==> src/rtl/limits_buf_pkg.sv <==
// Shared types and sizing helpers for the limits frame buffer controller.
package limits_buf_pkg;

    typedef logic [0:0] wr_state_t;
    localparam wr_state_t WIDLE = 1'b0;
    localparam wr_state_t WRITE = 1'b1;

    typedef logic [1:0] rd_state_t;
    localparam rd_state_t RIDLE  = 2'd0;
    localparam rd_state_t REPLAY = 2'd1;
    localparam rd_state_t DRAIN  = 2'd2;

    function automatic int fifo_idx_w(input int depth);
        return (depth > 1) ? $clog2(depth) : 1;
    endfunction

    function automatic int fifo_cnt_w(input int depth);
        return $clog2(depth + 1);
    endfunction

endpackage

==> src/rtl/limits_skid_fifo.sv <==
// Small circular skid FIFO catching port-B read data ahead of the hard limiter.
module limits_skid_fifo
    import limits_buf_pkg::*;
#(
    parameter int DATA_W = 32,
    parameter int DEPTH  = 3
) (
    input  logic                          clock,
    input  logic                          reset,
    input  logic                          clear,
    input  logic                          push,
    input  logic [DATA_W-1:0]             push_data,
    input  logic                          pop,
    output logic [DATA_W-1:0]             head,
    output logic                          empty,
    output logic [fifo_cnt_w(DEPTH)-1:0]  count
);

    localparam int IW = fifo_idx_w(DEPTH);
    localparam int CW = fifo_cnt_w(DEPTH);

    logic [DATA_W-1:0] mem_q [DEPTH];
    logic [IW-1:0]     wr_idx_q, wr_idx_d;
    logic [IW-1:0]     rd_idx_q, rd_idx_d;
    logic [CW-1:0]     count_q, count_d;
    logic              do_push, do_pop;

    function automatic logic [IW-1:0] idx_next(input logic [IW-1:0] i);
        return (i == IW'(DEPTH - 1)) ? '0 : i + IW'(1);
    endfunction

    always_comb begin
        do_pop   = pop & (count_q != '0);
        // a simultaneous pop makes room, so a full FIFO may still take a push
        do_push  = push & ((count_q != CW'(DEPTH)) | do_pop);
        wr_idx_d = do_push ? idx_next(wr_idx_q) : wr_idx_q;
        rd_idx_d = do_pop  ? idx_next(rd_idx_q) : rd_idx_q;
        count_d  = count_q + CW'(do_push) - CW'(do_pop);
        if (clear) begin
            wr_idx_d = '0;
            rd_idx_d = '0;
            count_d  = '0;
        end
    end

    always_ff @(posedge clock or posedge reset) begin
        if (reset) begin
            wr_idx_q <= '0;
            rd_idx_q <= '0;
            count_q  <= '0;
        end else begin
            wr_idx_q <= wr_idx_d;
            rd_idx_q <= rd_idx_d;
            count_q  <= count_d;
        end
    end

    always_ff @(posedge clock) begin
        if (do_push) mem_q[wr_idx_q] <= push_data;
    end

    assign head  = mem_q[rd_idx_q];
    assign empty = (count_q == '0);
    assign count = count_q;

endmodule

==> src/rtl/limits_frame_buffer_ctrl.sv <==
// Captures one frame of limit samples into RAM port A and replays it through
// port B to the hard limiter once per reconstruction iteration.
//
//   state  | meaning
//   WIDLE  | no port-A write outstanding
//   WRITE  | port-A write presented, held until waitrequest_a drops
//   RIDLE  | waiting for a re-armed iter_output_enable and a non-empty frame
//   REPLAY | issuing port-B reads up to the frame length latched at start
//   DRAIN  | no more reads; delivering in-flight data to the limiter
module limits_frame_buffer_ctrl
    import limits_buf_pkg::*;
#(
    parameter int DATA_W     = 32,
    parameter int ADDR_W     = 8,
    parameter int DEPTH      = 255,
    parameter int RD_LATENCY = 2
) (
    input  logic                  clock,
    input  logic                  reset,
    input  logic                  clear,
    input  logic [DATA_W-1:0]     lvl_gen_data,
    input  logic                  lvl_gen_valid,
    output logic                  lvl_gen_ready,
    input  logic                  iter_input_enable,
    input  logic                  iter_output_enable,
    output logic                  iter_frame_done,
    output logic [DATA_W-1:0]     limiter_data,
    output logic                  limiter_valid,
    input  logic                  limiter_ready,
    output logic [ADDR_W:0]       fill_level,
    output logic                  overflow,
    output logic [ADDR_W-1:0]     ram_limits_address_a,
    output logic                  ram_limits_chipselect_a,
    output logic                  ram_limits_write_a,
    output logic [DATA_W-1:0]     ram_limits_writedata_a,
    output logic [DATA_W/8-1:0]   ram_limits_byteenable_a,
    input  logic                  ram_limits_waitrequest_a,
    output logic [ADDR_W-1:0]     ram_limits_address_b,
    output logic                  ram_limits_chipselect_b,
    output logic                  ram_limits_read_b,
    input  logic [DATA_W-1:0]     ram_limits_readdata_b,
    input  logic                  ram_limits_waitrequest_b
);

    localparam int FDEPTH = RD_LATENCY + 1;
    localparam int CW     = fifo_cnt_w(FDEPTH);
    localparam logic [ADDR_W:0] DEPTH_C = (ADDR_W + 1)'(DEPTH);

    // write path
    wr_state_t         wr_state_q, wr_state_d;
    logic [ADDR_W-1:0] addr_a_q, addr_a_d;
    logic [DATA_W-1:0] wdata_q, wdata_d;
    logic              discard_q, discard_d;
    logic [ADDR_W:0]   fill_q, fill_d;
    logic              overflow_q, overflow_d;
    logic              wr_stall, wr_done, wr_full, wr_accept;
    logic [ADDR_W:0]   fill_after;

    always_comb begin
        wr_stall = (wr_state_q == WRITE) & ram_limits_waitrequest_a;
        wr_done  = (wr_state_q == WRITE) & ~ram_limits_waitrequest_a;

        fill_after = fill_q;
        if (clear)                        fill_after = '0;
        else if (wr_done & ~discard_q)    fill_after = fill_q + (ADDR_W + 1)'(1);

        // fullness includes a write completing this cycle so the stream runs 1/cycle
        wr_full       = (fill_after == DEPTH_C);
        lvl_gen_ready = iter_input_enable & ~clear & ~wr_stall & ~wr_full;
        wr_accept     = lvl_gen_valid & lvl_gen_ready;

        wr_state_d = wr_state_q;
        addr_a_d   = addr_a_q;
        wdata_d    = wdata_q;
        if (wr_accept) begin
            wr_state_d = WRITE;
            addr_a_d   = fill_after[ADDR_W-1:0];
            wdata_d    = lvl_gen_data;
        end else if (wr_done) begin
            wr_state_d = WIDLE;
        end

        discard_d = discard_q;
        if (clear & wr_stall) discard_d = 1'b1;
        else if (wr_done)     discard_d = 1'b0;

        fill_d     = fill_after;
        overflow_d = clear ? 1'b0
                   : overflow_q | (lvl_gen_valid & iter_input_enable & wr_full & ~wr_stall);
    end

    always_ff @(posedge clock or posedge reset) begin
        if (reset) begin
            wr_state_q <= WIDLE;
            addr_a_q   <= '0;
            wdata_q    <= '0;
            discard_q  <= 1'b0;
            fill_q     <= '0;
            overflow_q <= 1'b0;
        end else begin
            wr_state_q <= wr_state_d;
            addr_a_q   <= addr_a_d;
            wdata_q    <= wdata_d;
            discard_q  <= discard_d;
            fill_q     <= fill_d;
            overflow_q <= overflow_d;
        end
    end

    // read path
    rd_state_t             rd_state_q, rd_state_d;
    logic [ADDR_W:0]       rd_ptr_q, rd_ptr_d, rd_ptr_next;
    logic [ADDR_W:0]       rd_len_q, rd_len_d;
    logic                  armed_q, armed_d;
    logic                  aborted_q, aborted_d;
    logic                  rd_hold_q, rd_hold_d;
    logic [RD_LATENCY-1:0] pipe_q, pipe_d;
    logic [2:0]            outst;
    logic [3:0]            in_flight;
    logic                  rd_req, rd_accept, fifo_push, fifo_pop, fifo_empty;
    logic [CW-1:0]         fifo_cnt;
    logic [DATA_W-1:0]     fifo_head;

    always_comb begin
        outst = '0;
        for (int i = 0; i < RD_LATENCY; i++) outst = outst + 3'(pipe_q[i]);

        fifo_pop  = ~fifo_empty & limiter_ready;
        // a pop this cycle returns its credit immediately to keep 1 read/cycle
        in_flight = 4'(outst) + 4'(fifo_cnt) - 4'(fifo_pop);
        rd_req    = (rd_state_q == REPLAY) & (rd_ptr_q < rd_len_q)
                  & (in_flight < 4'(FDEPTH)) & (iter_output_enable | rd_hold_q);
        rd_accept = rd_req & ~ram_limits_waitrequest_b;
        rd_hold_d = ~clear & rd_req & ram_limits_waitrequest_b;
        rd_ptr_next = rd_ptr_q + (ADDR_W + 1)'(rd_accept);

        pipe_d[0] = rd_accept;
        for (int i = 1; i < RD_LATENCY; i++) pipe_d[i] = pipe_q[i-1];
        fifo_push = pipe_q[RD_LATENCY-1];

        rd_state_d = rd_state_q;
        rd_ptr_d   = rd_ptr_q;
        rd_len_d   = rd_len_q;
        aborted_d  = aborted_q;
        armed_d    = armed_q | ~iter_output_enable;

        case (rd_state_q)
            RIDLE: begin
                if (armed_q & iter_output_enable & (fill_q != '0)) begin
                    rd_state_d = REPLAY;
                    rd_ptr_d   = '0;
                    rd_len_d   = fill_q;
                    aborted_d  = 1'b0;
                    armed_d    = 1'b0;
                end
            end
            REPLAY: begin
                rd_ptr_d = rd_ptr_next;
                if (~iter_output_enable & ~(rd_req & ram_limits_waitrequest_b)) begin
                    rd_state_d = DRAIN;
                    aborted_d  = (rd_ptr_next != rd_len_q);
                end else if (rd_ptr_next == rd_len_q) begin
                    rd_state_d = DRAIN;
                end
            end
            DRAIN: begin
                if ((pipe_q == '0) & ((fifo_cnt == '0) | ((fifo_cnt == CW'(1)) & fifo_pop)))
                    rd_state_d = RIDLE;
            end
            default: rd_state_d = RIDLE;
        endcase

        if (clear) begin
            rd_state_d = RIDLE;
            rd_ptr_d   = '0;
            rd_len_d   = '0;
            aborted_d  = 1'b0;
            pipe_d     = '0;
        end
    end

    always_ff @(posedge clock or posedge reset) begin
        if (reset) begin
            rd_state_q <= RIDLE;
            rd_ptr_q   <= '0;
            rd_len_q   <= '0;
            armed_q    <= 1'b1;
            aborted_q  <= 1'b0;
            rd_hold_q  <= 1'b0;
            pipe_q     <= '0;
        end else begin
            rd_state_q <= rd_state_d;
            rd_ptr_q   <= rd_ptr_d;
            rd_len_q   <= rd_len_d;
            armed_q    <= armed_d;
            aborted_q  <= aborted_d;
            rd_hold_q  <= rd_hold_d;
            pipe_q     <= pipe_d;
        end
    end

    limits_skid_fifo #(
        .DATA_W (DATA_W),
        .DEPTH  (FDEPTH)
    ) u_fifo (
        .clock     (clock),
        .reset     (reset),
        .clear     (clear),
        .push      (fifo_push),
        .push_data (ram_limits_readdata_b),
        .pop       (fifo_pop),
        .head      (fifo_head),
        .empty     (fifo_empty),
        .count     (fifo_cnt)
    );

    assign limiter_valid   = ~fifo_empty;
    assign limiter_data    = fifo_empty ? '0 : fifo_head;
    assign iter_frame_done = (rd_state_q == DRAIN) & ~aborted_q & (pipe_q == '0)
                           & (fifo_cnt == CW'(1)) & fifo_pop;

    assign fill_level              = fill_q;
    assign overflow                = overflow_q;
    assign ram_limits_address_a    = addr_a_q;
    assign ram_limits_chipselect_a = (wr_state_q == WRITE);
    assign ram_limits_write_a      = (wr_state_q == WRITE);
    assign ram_limits_writedata_a  = wdata_q;
    assign ram_limits_byteenable_a = '1;
    assign ram_limits_address_b    = rd_ptr_q[ADDR_W-1:0];
    assign ram_limits_chipselect_b = rd_req;
    assign ram_limits_read_b       = rd_req;

endmodule

==> config.mk <==
export PLATFORM = sky130hd
export DESIGN_NAME = limits_frame_buffer_ctrl
export DESIGN_NICKNAME = d
export VERILOG_FILES = /design/src/rtl/limits_buf_pkg.sv /design/src/rtl/limits_skid_fifo.sv /design/src/rtl/limits_frame_buffer_ctrl.sv
export SDC_FILE = /design/constraint.sdc
export NUM_CORES = 1
export LEC_CHECK = 0
export CELL_PAD_IN_SITES_DETAIL_PLACEMENT = 0
export CELL_PAD_IN_SITES_GLOBAL_PLACEMENT = 1
export CORE_UTILIZATION = 41
export CTS_CLUSTER_DIAMETER = 200
export DETAILED_ROUTE_END_ITERATION = 12
export PLACE_DENSITY_LB_ADDON = 0.1
export SETUP_SLACK_MARGIN = 0.05
export SLEW_MARGIN = 40
export SYNTH_ARGS = -nofsm -noshare
export SYNTH_HDL_FRONTEND = slang
export SYNTH_HIERARCHICAL = 1
export SYNTH_SLANG_ARGS = --single-unit
export TNS_END_PERCENT = 100
==> constraint.sdc <==
create_clock -name clock -period 5.7 [get_ports clock]
set_input_delay 1.71 -clock clock [delete_from_list [all_inputs] [get_ports clock]]
set_output_delay 1.71 -clock clock [all_outputs]
set_load 0.005 [all_outputs]
## Yosys cells after proc, flatten, opt, wreduce, memory -nomap -nowiden

Memories as Yosys holds them, arrays and structs flattened.
Index checks and enable logic that the tools add are counted.

- Bits in read-only memories: 0
- Memory bits (writable): 96
- Output and inout port bits: 101
- Latch bits: 0
- Register bits after elaboration: 83
- Memories: 1

- Divide/modulo/power cells: 0
- Mux-type cells: 35
- Multiply operators: 0
- Shift operators: 0
- Add/subtract/negate cells: 9
- Bitwise gates (word level): 45
- Reductions and logical operators: 16
- Eq/ne operators: 13
- Magnitude comparators: 2

Memories:

| name | depth | width | read ports | clocked after memory_dff | write ports | line | RTL |
|---|---|---|---|---|---|---|---|
| u_fifo.mem_q | 3 | 32 | 1 | 0 | 1 | limits_skid_fifo.sv:22 | `logic [DATA_W-1:0] mem_q [DEPTH];` |

Operators by type and width:

| kind | count |
|---|---|
| 9-bit 2-to-1 mux | 7 |
| 32-bit 2-to-1 mux | 1 |
| 1-bit AND | 30 |
| 2-bit 2-to-1 mux | 13 |
| 9-bit case mux with 2 select lines | 1 |
| 2-bit nonzero test | 7 |
| 1-bit 2-to-1 mux | 11 |
| 1-bit NOT | 10 |
| 9-bit by 1-bit adder with 9-bit output | 1 |
| 9-bit by 1-bit adder with 9-bit output (second input constant) | 1 |
| 9-bit by 8-bit == test with 1-bit output (second input constant) | 1 |
| 9-bit == test | 1 |
| 9-bit < comparator | 1 |
| 9-bit inequality test | 1 |
| 9-bit nonzero test | 1 |
| 2-bit == test (second input constant) | 3 |
| 2-bit zero test | 3 |
| 3-bit inequality test (second input constant) | 2 |
| 2-bit case mux with 3 select lines | 1 |
| 3-bit AND reduction | 2 |
| 1-bit bitwise OR | 5 |
| 2-bit by 1-bit adder with 2-bit output (second input constant) | 2 |
| 2-bit by 1-bit == test with 1-bit output (second input constant) | 2 |
| 4-bit by 2-bit < comparator with 1-bit output (second input constant) | 1 |
| other kinds (11) | 12 |

## Longest topological paths before layout

- Depth after elaboration: 14
- Gate-level depth with buffers: 20
- Mapped depth without buffers: 20

## Cells and area by module

Netlist, hierarchy kept.

By module, submodules not included:

| module | seq. area each (um^2) | instances | cells each | area each (um^2) |
|---|---|---|---|---|
| limits_frame_buffer_ctrl | 1928.1 | 1 | 418 | 4499.3 |
| limits_skid_fifo | 3032.9 | 1 | 238 | 3917.5 |

## Worst setup path before layout

No wires, ideal clock.

- Kind: input -> output
- From: input port limiter_ready
- To: output port ram_limits_read_b
- Buffers on the path: 1
- Required time: 3990 ps
- Data arrival time: 3780 ps
- Setup slack: 210 ps
- Cell stages on the path: 10
- Cells stage by stage: nand2_1 inv_1 ha_1 fa_1 fa_1 o221ai_1 a311oi_1 nand2_1 inv_1 buf_4

- Cells in the longest elaborated chain, start to end: 5

RTL lines:

| item | line | RTL |
|---|---|---|
| start: declaration | limits_frame_buffer_ctrl.sv:29 | `input logic limiter_ready,` |
| 1-bit AND | limits_frame_buffer_ctrl.sv:128 | `fifo_pop = ~fifo_empty & limiter_ready;` |
| via fifo_pop | limits_frame_buffer_ctrl.sv:120 | `logic rd_req, rd_accept, fifo_push, fifo_pop, fifo_empty;` |
| 3-bit by 1-bit subtractor with 4-bit output | limits_frame_buffer_ctrl.sv:130 | `in_flight = 4'(outst) + 4'(fifo_cnt) - 4'(fifo_pop);` |
| 4-bit by 2-bit < comparator with 1-bit output | limits_frame_buffer_ctrl.sv:132 | `& (in_flight < 4'(FDEPTH)) & (iter_output_enable \| rd_hold_q);` |
| 1-bit AND (2 in series) | limits_frame_buffer_ctrl.sv:132 |  |
| end: declaration | limits_frame_buffer_ctrl.sv:40 | `output logic ram_limits_read_b,` |

The timed path passes the listed nets, and every way through them passes these cells.

## Worst setup path after layout

- From: input port limiter_ready
- To: register u_fifo.count_q[1], in the netlist u_fifo/count[1]

- Cells in the longest elaborated chain, start to end: 7

RTL lines:

| item | line | RTL |
|---|---|---|
| 1-bit AND * | limits_frame_buffer_ctrl.sv:128 |  |
| via fifo_pop | limits_frame_buffer_ctrl.sv:120 |  |
| 1-bit AND * | limits_skid_fifo.sv:33 | `do_pop = pop & (count_q != '0);` |
| 1-bit bitwise OR | limits_skid_fifo.sv:35 | `do_push = push & ((count_q != CW'(DEPTH)) \| do_pop);` |
| 1-bit AND | limits_skid_fifo.sv:35 |  |
| 2-bit by 1-bit adder with 2-bit output | limits_skid_fifo.sv:38 | `count_d = count_q + CW'(do_push) - CW'(do_pop);` |
| 2-bit by 1-bit subtractor with 2-bit output * | limits_skid_fifo.sv:38 |  |
| 2-bit 2-to-1 mux * | limits_skid_fifo.sv:39 | `if (clear) begin` |
| via u_fifo.count_d[1] | limits_skid_fifo.sv:25 | `logic [CW-1:0] count_q, count_d;` |
| end signal: assignment | limits_skid_fifo.sv:54 | `count_q <= count_d;` |
| end: declaration | limits_skid_fifo.sv:25 |  |

Mark *: on every way through the listed nets, which the timed path passes. The rest lies on a longest branch.
A chain may end at the register's enable or synchronous reset.

==> metrics.md <==
| Metric | Value |
|---|---|
| Post-detailed-route via-to-cell ratio | 4.97 |
| Number of H-tree branching levels | 4 |
| Post-synthesis instance area | 0.00842 mm^2 |
| Relative slew slack | 0.562 |
| Via count of the first global-routing pass | 6033 |
| Final Core Density | 0.562 |
| Post-CTS clock slew at the launch and capture registers of the worst setup and hold paths | 70 ps |
| Post-synth EDFFs | 96 |
| Sink count of the clock tree | 179 |
| Worst min path class | register to register |
| Most repeated library cell on the critical path | sky130_fd_sc_hd__buf_4 |
| Top-Level Pins | 174 |
| Number of DRC markers in iteration 0 | 235 |
| Multiplexer share of the synthesized area | 0.125 |
| Aggregate global routing overflow | 0 |
| Total buffers and inverters traversed by the critical path | 27 |
| Data required time of the worst path | 6040 ps |
| Number of maximum-capacitance violations | 0 |
| Final Max Tran Viols | 0 |
| Longest Clk Path Bufs | 2 |
| Netlist cell types | 66 |
| Layout cell share with drive strength beyond 1 | 0.195 |
| Total number of yosys warnings | 6 |
| Adder-cell share of the synthesized area | 0.0300 |
| Sequential-to-total area share from yosys stat | 0.589 |
| Minimum clock period after layout | 5520 ps |
| Data arrival, critical path | 5870 ps |
| Transition time at the pin with the least slew margin | 654 ps |
| Cell at the root of the clock tree | sky130_fd_sc_hd__clkbuf_16 |
| Kind of critical path | primary input to register |
| Number of buffers inserted during clock tree synthesis | 17 |
| Cell area power density | 260 mW/mm^2 |
| Highest-count cells in the layout ignoring fill and taps | sky130_fd_sc_hd__clkdlybuf4s50_1 (164), sky130_fd_sc_hd__edfxtp_1 (96), sky130_fd_sc_hd__dfrtp_1 (80), sky130_fd_sc_hd__buf_4 (64), sky130_fd_sc_hd__nand2_1 (53) |
| Standard cell area after detailed placement | 0.0104 mm^2 |
| Complex-gate fraction of the synthesized area | 0.0724 |
| Final instance area | 0.0113 mm^2 |
| Most frequently used flop master after synthesis | sky130_fd_sc_hd__edfxtp_1 |
| Detailed-route wire length per cell | 16.7 um |
| Area occupied by multi-input gates | 0.00315 mm^2 |
| Simple-gate share of the synthesized area | 0.119 |
| First-pass GRT wire length | 31300 um |
| Row cnt | 52 |
| Avg Cell Area, Syn | 12.8 um^2 |
| Post-route insts no fill | 1153 |
| RSZ-0062 raised after global routing | yes |
| Type of destination of the critical path | register |
| Number of fill cells | 1746 |
| Delay of the slowest cell on the worst path | 270 ps |
| Fin Clk Skew | 12.5 ps |
| Number of cells traversed by the worst hold path | 2 |
| TritonCTS clock tree | yes |
| Number of cell instances on the worst register-to-register path | 35 |
| Number of stages on the worst setup path | 34 |
| Main combinational cell family by area after synthesis | multiplexers |
| VDD IR max | 0.000216 V |
| Routed Antenna Nets | 0 |
| Total of flip-flops plus latches after synthesis | 179 |
| Total setup violations reported at the end of the flow | 0 |
| CP Max Fanout | 4 |
| Buffers added on ports | 169 |
| Hold Buf Count CTS | 0 |
| CORE AREA | 0.0202 mm^2 |
| Share of synthesized registers carrying an async set or reset | 0.464 |
| Nature of the critical path startpoint | primary input |
| Total global-route track usage | 0.190 |
| Post-synthesis share of cell area spent on xor and xnor gates | 0.0146 |
| Number of remaining DRC errors | 0 |
| Clock latency at the later pin of the worst-skew pair | 440 ps |
| Outcome | finished, final reports clean |
| Growth of design area from synthesis to finish | 34.7% |
| Share of the clock period used by the worst path | 0.969 |
| Initial antenna violation count | 2 |
| Maximum number of pins on one net before global-route repair | 68 |
| Cell family contributing the most delay on the critical path | buffers and inverters |
| Die Width | 145 um |
| Total vias in the final route | 5731 |
| Initial Utilization | 0.417 |
| Net count, final | 960 |
| Height of the die | 145 um |
| Overall die area | 0.0211 mm^2 |
| Peak Freq | 0.181 GHz |
| Reg area | 0.00497 mm^2 |
| Detailed Route WL | 19300 um |
| Half-perimeter wire length of the detailed placement result | 12700 um |
| Number of placed instances, taps included | 1088 |
| Routability-driven placement congestion ratio | 0.836 |
| Syn Inst Count | 656 |
| Leakage power | 4.46 nW |
| Most common library cell in the layout ignoring fill and taps | sky130_fd_sc_hd__clkdlybuf4s50_1 |
| Final hold violation count | 0 |
| Slowest cell on the critical path | sky130_fd_sc_hd__ha_1 |
| Number of optimization iterations in the first detailed-route pass | 5 |
-- stage by stage --
step | TNS [ps] | worst slack, ps | total power [mW] | hold WS, ps
2_1_floorplan | 0 | 210 | 1.59 | 446
3_3_place_gp | -2720 | -637 | 1.77 | 455
3_5_place_dp | -3590 | -795 | 1.78 | 457
4_1_cts | 0 | 60.0 | 2.98 | 469
5_1_grt | 0 | 13.9 | 3.05 | 505
6_report | 0 | 176 | 2.94 | 469
-- cells by family (layout without fill, tap and decap cells) --
family | Yosys count | after routing
muxes | 85 | 85
AOI/OAI and AO/OA | 96 | 96
other | 1 | 6
and+or+nand+nor | 194 | 194
adders and majority gates | 19 | 19
xor gates and xnor gates | 14 | 14
DFF | 179 | 179
buffers and inverters | 68 | 290
-- repair_timing --
action,in CTS,in global routing
gates resized for setup,24,4
setup buffers,28,3
cloned,0,0
setup endpoints to repair,6,4
pin swaps,10,9
-- flip-flops by register name, indices dropped and copies added (netlist names) --
signal                   cells
overflow                     1
rd_len_q                     9
pipe_q                       2
u_fifo/wr_idx_q              2
aborted_q                    1
u_fifo/mem_q                96
ram_limits_address_a         8
armed_q                      1
ram_limits_writedata_a      32
discard_q                    1
rd_state_q                   2
rd_ptr_q                     9
u_fifo/count                 2
u_fifo/rd_idx_q              2
rd_hold_q                    1
ram_limits_chipselect_a      1
fill_level                   9
-- worst reg2reg max path, delay by kind of cell (launching register included) --
kind	cells	cell delay, ps
flip-flops	1	540
XOR/XNOR	1	150
adder cells (fa/ha/maj)	2	450
buffers and inverters	27	3020
AND/OR/NAND/NOR	4	590
AO/OA/AOI/OAI	1	70
-- report_power, final --
group	leakage, nW	total [mW]	internal (mW)	switching (mW)
sequential	1.94	1.45	1.42	0.0350
clock	0.300	1.19	0.632	0.559
combinational	2.22	0.301	0.209	0.0925
-- layout make-up --
type,count,area share
repair buffers,234,0.192
clock buffers,17,0.0375
multi-input cells,412,0.277
diodes,2,0.000441
inverters,24,0.00795
well taps,270,0.0298
flip-flops and latches,179,0.438
clock inverters,15,0.0164
-- worst paths after layout --
check,start,endpoint,slack [ps]
worst max-delay path,limiter_ready,u_fifo/count[1],180
worst min-delay path,armed_q,armed_q,470
worst max register to register,u_fifo/count[1],u_fifo/count[1],820
worst min register to register,armed_q,armed_q,470
max in group asynchronous,reset,ram_limits_writedata_a[20],3290
min in group asynchronous,reset,u_fifo/rd_idx_q[0],1550
-- cells in the mapped netlist, types with 5 or more instances --
cell type | instances | area (um^2)
sky130_fd_sc_hd__a21oi_1 | 14 | 70.1
sky130_fd_sc_hd__and2_1 | 5 | 31.3
sky130_fd_sc_hd__buf_4 | 16 | 120
sky130_fd_sc_hd__buf_6 | 9 | 101
sky130_fd_sc_hd__clkbuf_1 | 14 | 52.6
sky130_fd_sc_hd__dfrtp_1 | 82 | 2050
sky130_fd_sc_hd__edfxtp_1 | 96 | 2880
sky130_fd_sc_hd__ha_1 | 17 | 213
sky130_fd_sc_hd__inv_1 | 24 | 90.1
sky130_fd_sc_hd__mux2_4 | 40 | 601
sky130_fd_sc_hd__mux2i_1 | 43 | 430
sky130_fd_sc_hd__nand2_1 | 54 | 203
sky130_fd_sc_hd__nand2b_1 | 6 | 37.5
sky130_fd_sc_hd__nand3_1 | 10 | 50.1
sky130_fd_sc_hd__nor2_1 | 42 | 158
sky130_fd_sc_hd__nor2b_1 | 36 | 225
sky130_fd_sc_hd__nor3_1 | 9 | 45.0
sky130_fd_sc_hd__o21ai_0 | 46 | 230
sky130_fd_sc_hd__o31ai_1 | 6 | 45.0
sky130_fd_sc_hd__xnor2_1 | 7 | 61.3
sky130_fd_sc_hd__xor2_1 | 7 | 61.3
-- layer usage --
metal | global-route usage | routed length [um] | share of wire | up-vias
met5 | 0 | 0 | 0 | -
met4 | 0.0742 | 295 | 0.015 | 0
met3 | 0.0371 | 660 | 0.034 | 23
met2 | 0.333 | 9930 | 0.52 | 123
met1 | 0.231 | 8380 | 0.43 | 2823
li1 | - | - | - | 2762
Note: power is estimated with default switching activity, not from simulation.
==> RTL edit, RTL diff (config.mk and constraints unchanged) <==
Put one more register stage on the output `fill_level`, with the module's reset. The value now appears one clock later. The other outputs are not delayed to match.
--- a/src/rtl/limits_frame_buffer_ctrl.sv
+++ b/src/rtl/limits_frame_buffer_ctrl.sv
@@ -219,7 +219,13 @@
     assign iter_frame_done = (rd_state_q == DRAIN) & ~aborted_q & (pipe_q == '0)
                            & (fifo_cnt == CW'(1)) & fifo_pop;
 
-    assign fill_level              = fill_q;
+    always_ff @(posedge clock or posedge reset) begin
+        if (reset) begin
+            fill_level <= '0;
+        end else begin
+            fill_level <= fill_q;
+        end
+    end
     assign overflow                = overflow_q;
     assign ram_limits_address_a    = addr_a_q;
     assign ram_limits_chipselect_a = (wr_state_q == WRITE);
Check against the original RTL: not equivalent (Yosys sat finds a counterexample within 4 cycles, from zero or initial values and one cycle with reset high).
==> RTL edit against the unedited design <==
- routed wire length decreased by 4.6%
- final area decreased by 1.8%
- setup slack lost 0.034 ns
- clock power fell by 3%
- utilization decreased by 1.2 points
- synthesized area rose by 0.70%
- cell count down 3.2%
- critical path depth shrank 23
- power shrank 0.14%
- sequential cell count rose by 9
- register-to-register slack better by 0.19 ns
- largest power group unchanged
==> RTL edit: results <==
{
  "outcome": "completed",
  "gr-usage-all-layers_pct": 17.94,
  "netlist_top_cells_area": "edfxtp_1 (34%), dfrtp_1 (27%), mux2i_1 (5.2%), mux2_2 (4.1%), nor2b_1 (3.0%)",
  "io_buffers": 169,
  "seq_area_frac_synth_pct": 61.19,
  "first_pass_iters": 4,
  "worstPathMaxFanout": 2,
  "pre_cts_slack_ns": -0.6110,
  "holdWs_ns": 0.4711,
  "place_hpwl_mm": 12.30,
  "place_area_um2": 10470,
  "p_seq_share_pct": 51.5,
  "cpMaxStageDelayCell": "fa_1",
  "finalCritPeriodShare_pct": 97.50,
  "arrival_ns": 3.85,
  "max_stage_delay_ns": 0.50,
  "fill_cells": 1711,
  "reg2reg_depth": 19,
  "crit_end": "ram_limits_read_b",
  "synth.distinct_cells": 68,
  "synth-compound-area-share_pct": 7.366,
  "route.met3.wl_um": 667,
  "num_antenna_cells": 0,
  "largest_reg_flops": 96,
  "vdd_ir_drop_max_v": 0.0002033,
  "stdcell_area_um2": 11130,
  "totalWireLength_mm": 18.37,
  "synth_common_cells": "edfxtp_1 (96), dfrtp_1 (91), nand2_1 (52)",
  "grtUsageMet3_pct": 3.542,
  "grt_use_met2_pct": 31.32,
  "synthXorXnorAreaFrac_pct": 1.447,
  "m1WireLength_mm": 7.884,
  "grt_pass1_vias": 5774,
  "gp_congestion": 0.8291,
  "met2_length_mm": 9.414,
  "grt_pass1_wl_mm": 29.85,
  "r2r_setup_slack_ns": 1.01,
  "synthMuxAreaShare_pct": 11.26,
  "internal_power_w": 0.002284,
  "leakage_nw": 4.116,
  "grt_use_met1_pct": 21.93,
  "power_switching_w": 0.0006569,
  "async_reset_ff_share_pct": 48.94,
  "synthAdderAreaFrac_pct": 2.982,
  "drt-initial-drc-count": 214,
  "combPwrFrac_pct": 9.4,
  "antenna_found_initial": 0,
  "fin_nets": 925,
  "drive_gt1_share_pct": 15.72
}
RTL edit: cell count changes after synthesis, moves of 5 or more:
| cell | unedited run | this run |
|---|---|---|
| dfrtp_1 | 82 | 91 |
| nor2b_1 | 36 | 41 |
| mux2_2 | 2 | 31 |
| nor2_1 | 42 | 32 |
| mux2_4 | 40 | 11 |
RTL edit: area by class of cell:
type | instances | share of cell area (%)
clock buffer | 17 | 3.822
sequential | 188 | 46.67
multi-input combinational | 405 | 27.40
clock inverter | 15 | 1.383
inverter | 28 | 0.9893
timing repair buffer | 193 | 16.71
tap | 270 | 3.035
RTL edit: what timing repair did:
| action | CTS | global route |
|---|---|---|
| resized for setup | 18 | 11 |
| setup buffers | 2 | 0 |
| setup endpoints to repair | 6 | 5 |
| pin swaps | 9 | 7 |
RTL edit: metrics by stage:
stage,cells,setup TNS (ns)
after detailed placement,1082,-2.944
after floorplan,663,0
final,1116,0
after CTS,1116,0
after global placement,1082,-2.109
after global routing,1116,0
